[src/rtl/fetch_pkg.sv]
// Shared types and constants for the dual-issue fetch instruction queue.
package fetch_pkg;

    localparam logic [31:0] RESET_PC         = 32'h0001_0000;
    localparam int          XLEN             = 32;
    localparam int          ILEN             = 32;
    localparam int          FQ_DEPTH_DEFAULT = 8;

    typedef struct packed {
        logic [XLEN-1:0] pc;
        logic [ILEN-1:0] instr;
    } fetch_entry_t;

endpackage

[src/rtl/fetch_q_mem.sv]
// Fetch queue storage: two writes to consecutive slots per push, two async reads.
module fetch_q_mem
    import fetch_pkg::*;
#(
    parameter int DEPTH = FQ_DEPTH_DEFAULT,
    parameter int W     = 64
) (
    input  logic                     clk,
    input  logic                     we_i,
    input  logic [$clog2(DEPTH)-1:0] waddr_i,
    input  logic [W-1:0]             wdata0_i,
    input  logic [W-1:0]             wdata1_i,
    input  logic [$clog2(DEPTH)-1:0] raddr0_i,
    input  logic [$clog2(DEPTH)-1:0] raddr1_i,
    output logic [W-1:0]             rdata0_o,
    output logic [W-1:0]             rdata1_o
);

    localparam int AW = $clog2(DEPTH);

    logic [W-1:0]  mem_q [DEPTH];
    logic [AW-1:0] waddr1;

    // Second slot of the pair wraps with the AW-bit address.
    assign waddr1 = waddr_i + AW'(1);

    always_ff @(posedge clk) begin
        if (we_i) begin
            mem_q[waddr_i] <= wdata0_i;
            mem_q[waddr1]  <= wdata1_i;
        end
    end

    assign rdata0_o = mem_q[raddr0_i];
    assign rdata1_o = mem_q[raddr1_i];

endmodule

[src/rtl/fetch_inst_queue.sv]
// Dual-issue fetch queue: pair push, 0..2 pop, first-word fall-through outputs.
// Optional stall-cycle counter enabled by defining FETCH_Q_PERF_EN.
module fetch_inst_queue
    import fetch_pkg::*;
#(
    parameter int DEPTH = FQ_DEPTH_DEFAULT,
    parameter int XLEN  = fetch_pkg::XLEN,
    parameter int ILEN  = fetch_pkg::ILEN
) (
    input  logic                       clk,
    input  logic                       rst_n,
    input  logic                       flush_i,
    input  logic                       push_valid_i,
    input  logic [XLEN-1:0]            pc1_i,
    input  logic [ILEN-1:0]            instr1_i,
    input  logic [XLEN-1:0]            pc2_i,
    input  logic [ILEN-1:0]            instr2_i,
    input  logic [1:0]                 pop_cnt_i,
    output logic [1:0]                 out_valid_o,
    output logic [XLEN-1:0]            out_pc1_o,
    output logic [ILEN-1:0]            out_instr1_o,
    output logic [XLEN-1:0]            out_pc2_o,
    output logic [ILEN-1:0]            out_instr2_o,
    output logic                       stall_o,
    output logic [$clog2(DEPTH):0]     count_o,
    output logic [31:0]                perf_stall_o
);

    localparam int AW    = $clog2(DEPTH);
    localparam int CNT_W = $clog2(DEPTH) + 1;
    localparam int EW    = XLEN + ILEN;

    logic [AW-1:0]    wr_ptr_q, wr_ptr_d;
    logic [AW-1:0]    rd_ptr_q, rd_ptr_d;
    logic [AW-1:0]    rd_ptr1;
    logic [CNT_W-1:0] count_q, count_d;
    logic [CNT_W-1:0] pop_req, eff_pop;
    logic             stall, push_acc;
    logic [EW-1:0]    rdata0, rdata1;

    // Fewer than two free slots; depends on registered occupancy only.
    assign stall    = count_q > CNT_W'(DEPTH - 2);
    assign push_acc = push_valid_i && !stall && !flush_i;
    assign rd_ptr1  = rd_ptr_q + AW'(1);

    always_comb begin
        pop_req = (pop_cnt_i == 2'd3) ? CNT_W'(2) : CNT_W'(pop_cnt_i);
        eff_pop = (pop_req > count_q) ? count_q : pop_req;
    end

    always_comb begin
        wr_ptr_d = wr_ptr_q;
        rd_ptr_d = rd_ptr_q;
        count_d  = count_q;
        if (flush_i) begin
            wr_ptr_d = '0;
            rd_ptr_d = '0;
            count_d  = '0;
        end else begin
            if (push_acc) begin
                wr_ptr_d = wr_ptr_q + AW'(2);
            end
            rd_ptr_d = rd_ptr_q + eff_pop[AW-1:0];
            count_d  = count_q + (push_acc ? CNT_W'(2) : CNT_W'(0)) - eff_pop;
        end
    end

    always_ff @(posedge clk or negedge rst_n) begin
        if (!rst_n) begin
            wr_ptr_q <= '0;
            rd_ptr_q <= '0;
            count_q  <= '0;
        end else begin
            wr_ptr_q <= wr_ptr_d;
            rd_ptr_q <= rd_ptr_d;
            count_q  <= count_d;
        end
    end

    fetch_q_mem #(
        .DEPTH (DEPTH),
        .W     (EW)
    ) u_mem (
        .clk      (clk),
        .we_i     (push_acc),
        .waddr_i  (wr_ptr_q),
        .wdata0_i ({pc1_i, instr1_i}),
        .wdata1_i ({pc2_i, instr2_i}),
        .raddr0_i (rd_ptr_q),
        .raddr1_i (rd_ptr1),
        .rdata0_o (rdata0),
        .rdata1_o (rdata1)
    );

    assign out_valid_o  = {count_q >= CNT_W'(2), count_q != '0};
    assign out_pc1_o    = out_valid_o[0] ? rdata0[EW-1:ILEN]  : '0;
    assign out_instr1_o = out_valid_o[0] ? rdata0[ILEN-1:0]   : '0;
    assign out_pc2_o    = out_valid_o[1] ? rdata1[EW-1:ILEN]  : '0;
    assign out_instr2_o = out_valid_o[1] ? rdata1[ILEN-1:0]   : '0;
    assign stall_o      = stall;
    assign count_o      = count_q;

`ifdef FETCH_Q_PERF_EN
    logic [31:0] perf_q, perf_d;

    // Saturating; flush does not clear it, only reset does.
    always_comb begin
        perf_d = perf_q;
        if (push_valid_i && stall && !flush_i && (perf_q != 32'hFFFF_FFFF)) begin
            perf_d = perf_q + 32'd1;
        end
    end

    always_ff @(posedge clk or negedge rst_n) begin
        if (!rst_n) begin
            perf_q <= '0;
        end else begin
            perf_q <= perf_d;
        end
    end

    assign perf_stall_o = perf_q;
`else
    assign perf_stall_o = 32'h0;
`endif

endmodule
[config.mk]
export PLATFORM = sky130hd
export DESIGN_NAME = fetch_inst_queue
export DESIGN_NICKNAME = d
export VERILOG_FILES = /design/src/rtl/fetch_pkg.sv /design/src/rtl/fetch_q_mem.sv /design/src/rtl/fetch_inst_queue.sv
export SDC_FILE = /design/constraint.sdc
export NUM_CORES = 1
export LEC_CHECK = 0
export BUFFER_PORTS_ARGS = -buffer_cell sky130_fd_sc_hd__buf_2
export CAP_MARGIN = 0
export CELL_PAD_IN_SITES_DETAIL_PLACEMENT = 1
export CELL_PAD_IN_SITES_GLOBAL_PLACEMENT = 2
export CORE_AREA = 3 3 242 244
export DETAILED_ROUTE_END_ITERATION = 10
export DIE_AREA = 0 0 245 247
export HOLD_SLACK_MARGIN = 0.12
export PLACE_DENSITY = 0.94
export SYNTH_ARGS = -nofsm -noshare
export SYNTH_HDL_FRONTEND = slang
export SYNTH_SLANG_ARGS = --single-unit
[constraint.sdc]
create_clock -name clk -period 5.89 [get_ports clk]
set_input_delay 0.589 -clock clk [delete_from_list [all_inputs] [get_ports clk]]
set_output_delay 0.589 -clock clk [all_outputs]
set_load 0.005 [all_outputs]
# Word level (Yosys, flattened, before mapping)
# Memories as Yosys holds them, arrays and structs flattened.
# Cells that the tools add are included.
# totals
regBits	10
ramBits	512
input_bits	134
out_inout_bits	167
elab_cells	33
mem_count	1
# memory_table
memory	words	width	rd	rd_ports_with_merged_regs	wr	line	rtl
u_mem.mem_q	8	64	2	0	2	fetch_q_mem.sv:21	logic [W-1:0] mem_q [DEPTH];
# classes
n_addsub	6
n_lt_le_gt_ge	3
eq_ne	1
mux	13
n_reduce_logical	6
# ops
cell	count
$mux W32	4
$mux W3	3
$mux W4	2
$add A3 B1 Y3 const B	2
$add A4 B2 Y4	1
$ge A4 B2 Y1 const B	1
$gt A2 B4 Y1	1
$gt A4 B3 Y1 const B	1
$mux W2	2
$reduce_bool A4 Y1	1
$sub A4 B4 Y4	1
$add A3 B2 Y3 const B	1
$add A3 B3 Y3	1
$eq A2 B2 Y1 const B	1
$logic_and A1 B1 Y1	2
$logic_not A1 Y1	2
$mux W1	2
$reduce_bool A2 Y1	1

# Depth between registers and ports, before layout
# depth
word_depth	8
depth_mapped	13
mapped_depth_nobuf	12

# Cells and area by module
# A second synthesis with hierarchy kept.
# hier_totals
hier_cells	1811
area_unflattened_um2	31016.0
# modules_own_cells
module	instances	cells_each	area_each_um2	seq_area_each_um2
fetch_q_mem	1	1560	29116.7	15374.7
fetch_inst_queue	1	251	1899.3	225.2

# Least setup slack after synthesis
# OpenSTA, ideal clock, no wires.
# synth_timing
kind	in2reg
startpoint	in pop_cnt_i[1]
endpoint	reg count_q[3] (netlist: count_o[3])
setup_time_ns	0.132
arrival_ns	2.990
required_ns	5.758
path_slack_ns	2.769
cell_stages	12
path_buffers	1
cell_sequence	clkbuf_1 -> ha_1 -> nor2b_1 -> o211ai_1 -> mux2_2 -> fa_1 -> inv_1 -> ha_1 -> inv_1 -> fa_1 -> xnor2_1 -> nor2_1
# synth_between
elab_chain_cells	6
# synth_lines
element	line	rtl
start, declared	fetch_inst_queue.sv:18	input logic [1:0] pop_cnt_i,
$eq A2 B2 Y1	fetch_inst_queue.sv:47	pop_req = (pop_cnt_i == 2'd3) ? CNT_W'(2) : CNT_W'(pop_cnt_i);
$mux W2 (*)	fetch_inst_queue.sv:47	
$gt A2 B4 Y1	fetch_inst_queue.sv:48	eff_pop = (pop_req > count_q) ? count_q : pop_req;
$mux W4 (*)	fetch_inst_queue.sv:48	
$sub A4 B4 Y4 (*)	fetch_inst_queue.sv:64	count_d = count_q + (push_acc ? CNT_W'(2) : CNT_W'(0)) - eff_pop;
$mux W4 (*)	fetch_inst_queue.sv:55	if (flush_i) begin
named net count_d[3]	fetch_inst_queue.sv:36	logic [CNT_W-1:0] count_q, count_d;
end signal, assigned	fetch_inst_queue.sv:76	count_q <= count_d;
end, declared	fetch_inst_queue.sv:36	
# The timed path passes the listed nets; every way through them passes the cells marked *.
# A chain may end at the register's enable or synchronous reset.

# Worst setup path in the final report
# layout_timing
startpoint	reg rd_ptr_q[0]
endpoint	out out_instr2_o[0]
# layout_between
elab_chain_cells	3
# layout_lines
element	line	rtl
start, declared	fetch_inst_queue.sv:34	logic [AW-1:0] rd_ptr_q, rd_ptr_d;
start signal, assigned	fetch_inst_queue.sv:75	rd_ptr_q <= rd_ptr_d;
$add A3 B1 Y3	fetch_inst_queue.sv:44	assign rd_ptr1 = rd_ptr_q + AW'(1);
$mem_v2 Z8 W64	--	
$mux W32	fetch_inst_queue.sv:99	assign out_instr2_o = out_valid_o[1] ? rdata1[ILEN-1:0] : '0;
end, declared	fetch_inst_queue.sv:23	output logic [ILEN-1:0] out_instr2_o,
# Every way passes these cells.

==> flow_summary.json <==
{
  "antenna_found_initial": 20,
  "clk_pin_slew_ns": 0.06,
  "mostFrequentLayoutCell": "edfxtp_1",
  "drv_slew": 0,
  "io_buffers": 268,
  "grt_pass1_vias": 17259,
  "cts_tree": "done",
  "rsz0062_at_grt": "no",
  "syn_inst": 1455,
  "cts_setup_buffers": 0,
  "drc": 0,
  "insertion_delay_ns": 0.61,
  "dp_hpwl_um": 45550,
  "fin_skew_ns": 0.02948,
  "firstDrtPassIters": 5,
  "grt_pass1_wl_um": 113000,
  "grt_max_degree": 137,
  "fmax_mhz": 225.0,
  "synth.area.mux_share_pct": 31.93,
  "fin_setup_tns_ns": 0,
  "initial_core_util_pct": 48.12,
  "area_delta_synth_final_pct": 12.21,
  "wire_per_inst_um": 31.14,
  "hold_path_class": "input port to register",
  "min_period_ns": 4.445,
  "wl_um": 76010,
  "synth_top_area_share_pct": 56.56,
  "core_um2": 56500,
  "critical_path_class": "register to output pin",
  "ys_seq_area_share_pct": 57.38,
  "setup_violations": 0,
  "synth_area_leaders": "edfxtp_1 (57%), mux4_2 (21%), mux2_2 (11%), a22o_1 (4.1%), buf_4 (1.2%)",
  "ant_nets": 0,
  "fp.dieW_um": 245,
  "reg2reg_depth": 7,
  "synth_compound_area_share_pct": 4.437,
  "gr-total-overflow": 0,
  "ys_types": 34,
  "end_kind": "output pin",
  "synthSimpleGateAreaFrac_pct": 0.6950,
  "relSlewSlack_pct": 24.52,
  "start_kind": "register",
  "tightestPinTransition_ns": 1.132,
  "htreeDepth": 2,
  "via_per_inst": 6.409,
  "yosysTopAreaCell": "edfxtp_1",
  "cp_max_fo": 58,
  "nets": 1782,
  "globalplace.congestion": 0.7789,
  "ys_warn_count": 0,
  "critPathArrivalTime_ns": 3.86,
  "outcome": "finished, final reports clean",
  "worstPathRequired_ns": 5.30,
  "synth_area_per_cell_um2": 18.68,
  "drive_above_1_share_pct": 53.79,
  "vias": 15645,
  "die-area_um2": 60520,
  "holdPathStages": 1,
  "cts-resized-gates": 0,
  "final-hold-violation-count": 0,
  "p_leak_uw": 0.01038,
  "power_density_nw_per_um2": 450.3,
  "netlist_area_um2": 27180,
  "cts_hold_buf": 1,
  "clock_path_buffers": 3,
  "grt.total_usage_pct": 25.20,
  "synth_xor_area_share_pct": 0.09665,
  "dieHeight_um": 247,
  "root_buffer": "clkbuf_16",
  "numCtsBuffers": 55,
  "hold_slack_ns": 0.2545,
  "drt_iter0_drc": 1455,
  "peakVddDrop_uv": 351.1,
  "rows": 87,
  "fin_util_pct": 53.99,
  "maxCapViolCount": 0,
  "final_cell_mix": "edfxtp_1 (512), buf_2 (268), mux2_2 (258), mux4_2 (256), a22o_1 (128)",
  "clock_sinks": 521,
  "ys_ff_latch": 521,
  "io-pin-count": 301,
  "synth_top_family_by_area": "multiplexers",
  "period_share_pct": 75.46,
  "synth_fa_ha_area_share_pct": 0.8653
}
-- through the flow --
| stage | cells | area (µm²) | setup slack (ns) | total power, µW |
|---|---|---|---|---|
| 6_report | 2441 | 30500 | 1.445 | 13730 |
| 5_1_grt | 2434 | 30490 | 1.142 | 14360 |
| 4_1_cts | 2431 | 30480 | 1.374 | 13840 |
| 3_3_place_gp | 2329 | 28760 | 2.075 | 10350 |
| 3_5_place_dp | 2329 | 28760 | 1.999 | 10510 |
| 2_1_floorplan | 1486 | 27300 | 2.769 | 8369 |
-- flip-flops by register name (all words and copies together) (netlist names) --
signal and flops:
wr_ptr_q 2, rd_ptr_q 3, u_mem.mem_q 512, count_o 4
-- kinds of logic after synthesis --
logic type,count (synthesis)
other,1
adder cells (fa/ha/maj),17
XOR/XNOR,3
flip-flops,521
buffers and inverters,229
multiplexers,515
AO/OA/AOI/OAI,138
AND/OR/NAND/NOR,31
-- metal layers --
metal	routed length, µm	GRT usage (%)	vias up
li1	-	-	6397
met1	29920	32.87	8405
met2	38380	42.68	689
met3	5808	5.910	130
met4	1738	7.034	24
met5	158	0	-
-- report_power, final --
part           internal [µW]  switching (µW)
registers               4330             186
clock network           1920            1410
logic                   2870            3010
total                   9120            4610
-- critical path, cell delays in order (launching register included) --
cell and delay, ns:
dfrtp_4 0.73, buf_4 0.61, buf_4 0.81, mux4_2 0.59
a22o_1 0.30, buf_2 0.15
-- synth_stat cells --
| master | number |
|---|---|
| a21bo_1 | 1 |
| a21boi_0 | 1 |
| a21boi_1 | 1 |
| a21oi_1 | 2 |
| a21oi_4 | 1 |
| a22o_1 | 128 |
| a31o_2 | 2 |
| and2_1 | 3 |
| and4b_1 | 1 |
| buf_1 | 3 |
| buf_2 | 64 |
| buf_4 | 45 |
| buf_6 | 18 |
| clkbuf_1 | 82 |
| conb_1 | 1 |
| dfrtp_1 | 9 |
| edfxtp_1 | 512 |
| fa_1 | 3 |
| ha_1 | 14 |
| inv_1 | 17 |
| mux2_2 | 258 |
| mux2i_1 | 1 |
| mux4_2 | 256 |
| nand2_1 | 3 |
| nand2b_1 | 1 |
| nand3_1 | 1 |
| nand4_1 | 6 |
| nor2_1 | 4 |
| nor2b_1 | 10 |
| o2111ai_1 | 1 |
| o211ai_1 | 1 |
| or3b_1 | 1 |
| or4b_4 | 1 |
| xnor2_1 | 3 |
-- final timing paths --
kind	slack (ns)	endpoint	from
max	1.45	out_instr2_o[0]	rd_ptr_q[0]
min	0.25	u_mem.mem_q[4][17]	instr1_i[17]
max reg2reg	2.17	u_mem.mem_q[7][32]	count_o[3]
min reg2reg	0.73	wr_ptr_q[1]	wr_ptr_q[1]
max in group asynchronous	5.29	rd_ptr_q[0]	rst_n
min in group asynchronous	0.37	count_o[3]	rst_n
-- area by class of cell --
cell class / count / area [µm²]
Timing Repair Buffer: 300 / 1647
Sequential cell: 521 / 15610
Clock inverter: 21 / 172.7
Clock buffer: 80 / 1533
Fill cell: 5077 / 25990
Tap cell: 756 / 945.9
Antenna cell: 10 / 25.02
Multi-Input combinational cell: 736 / 10490
Inverter: 17 / 80.08
(Power assumes the default switching activity.)
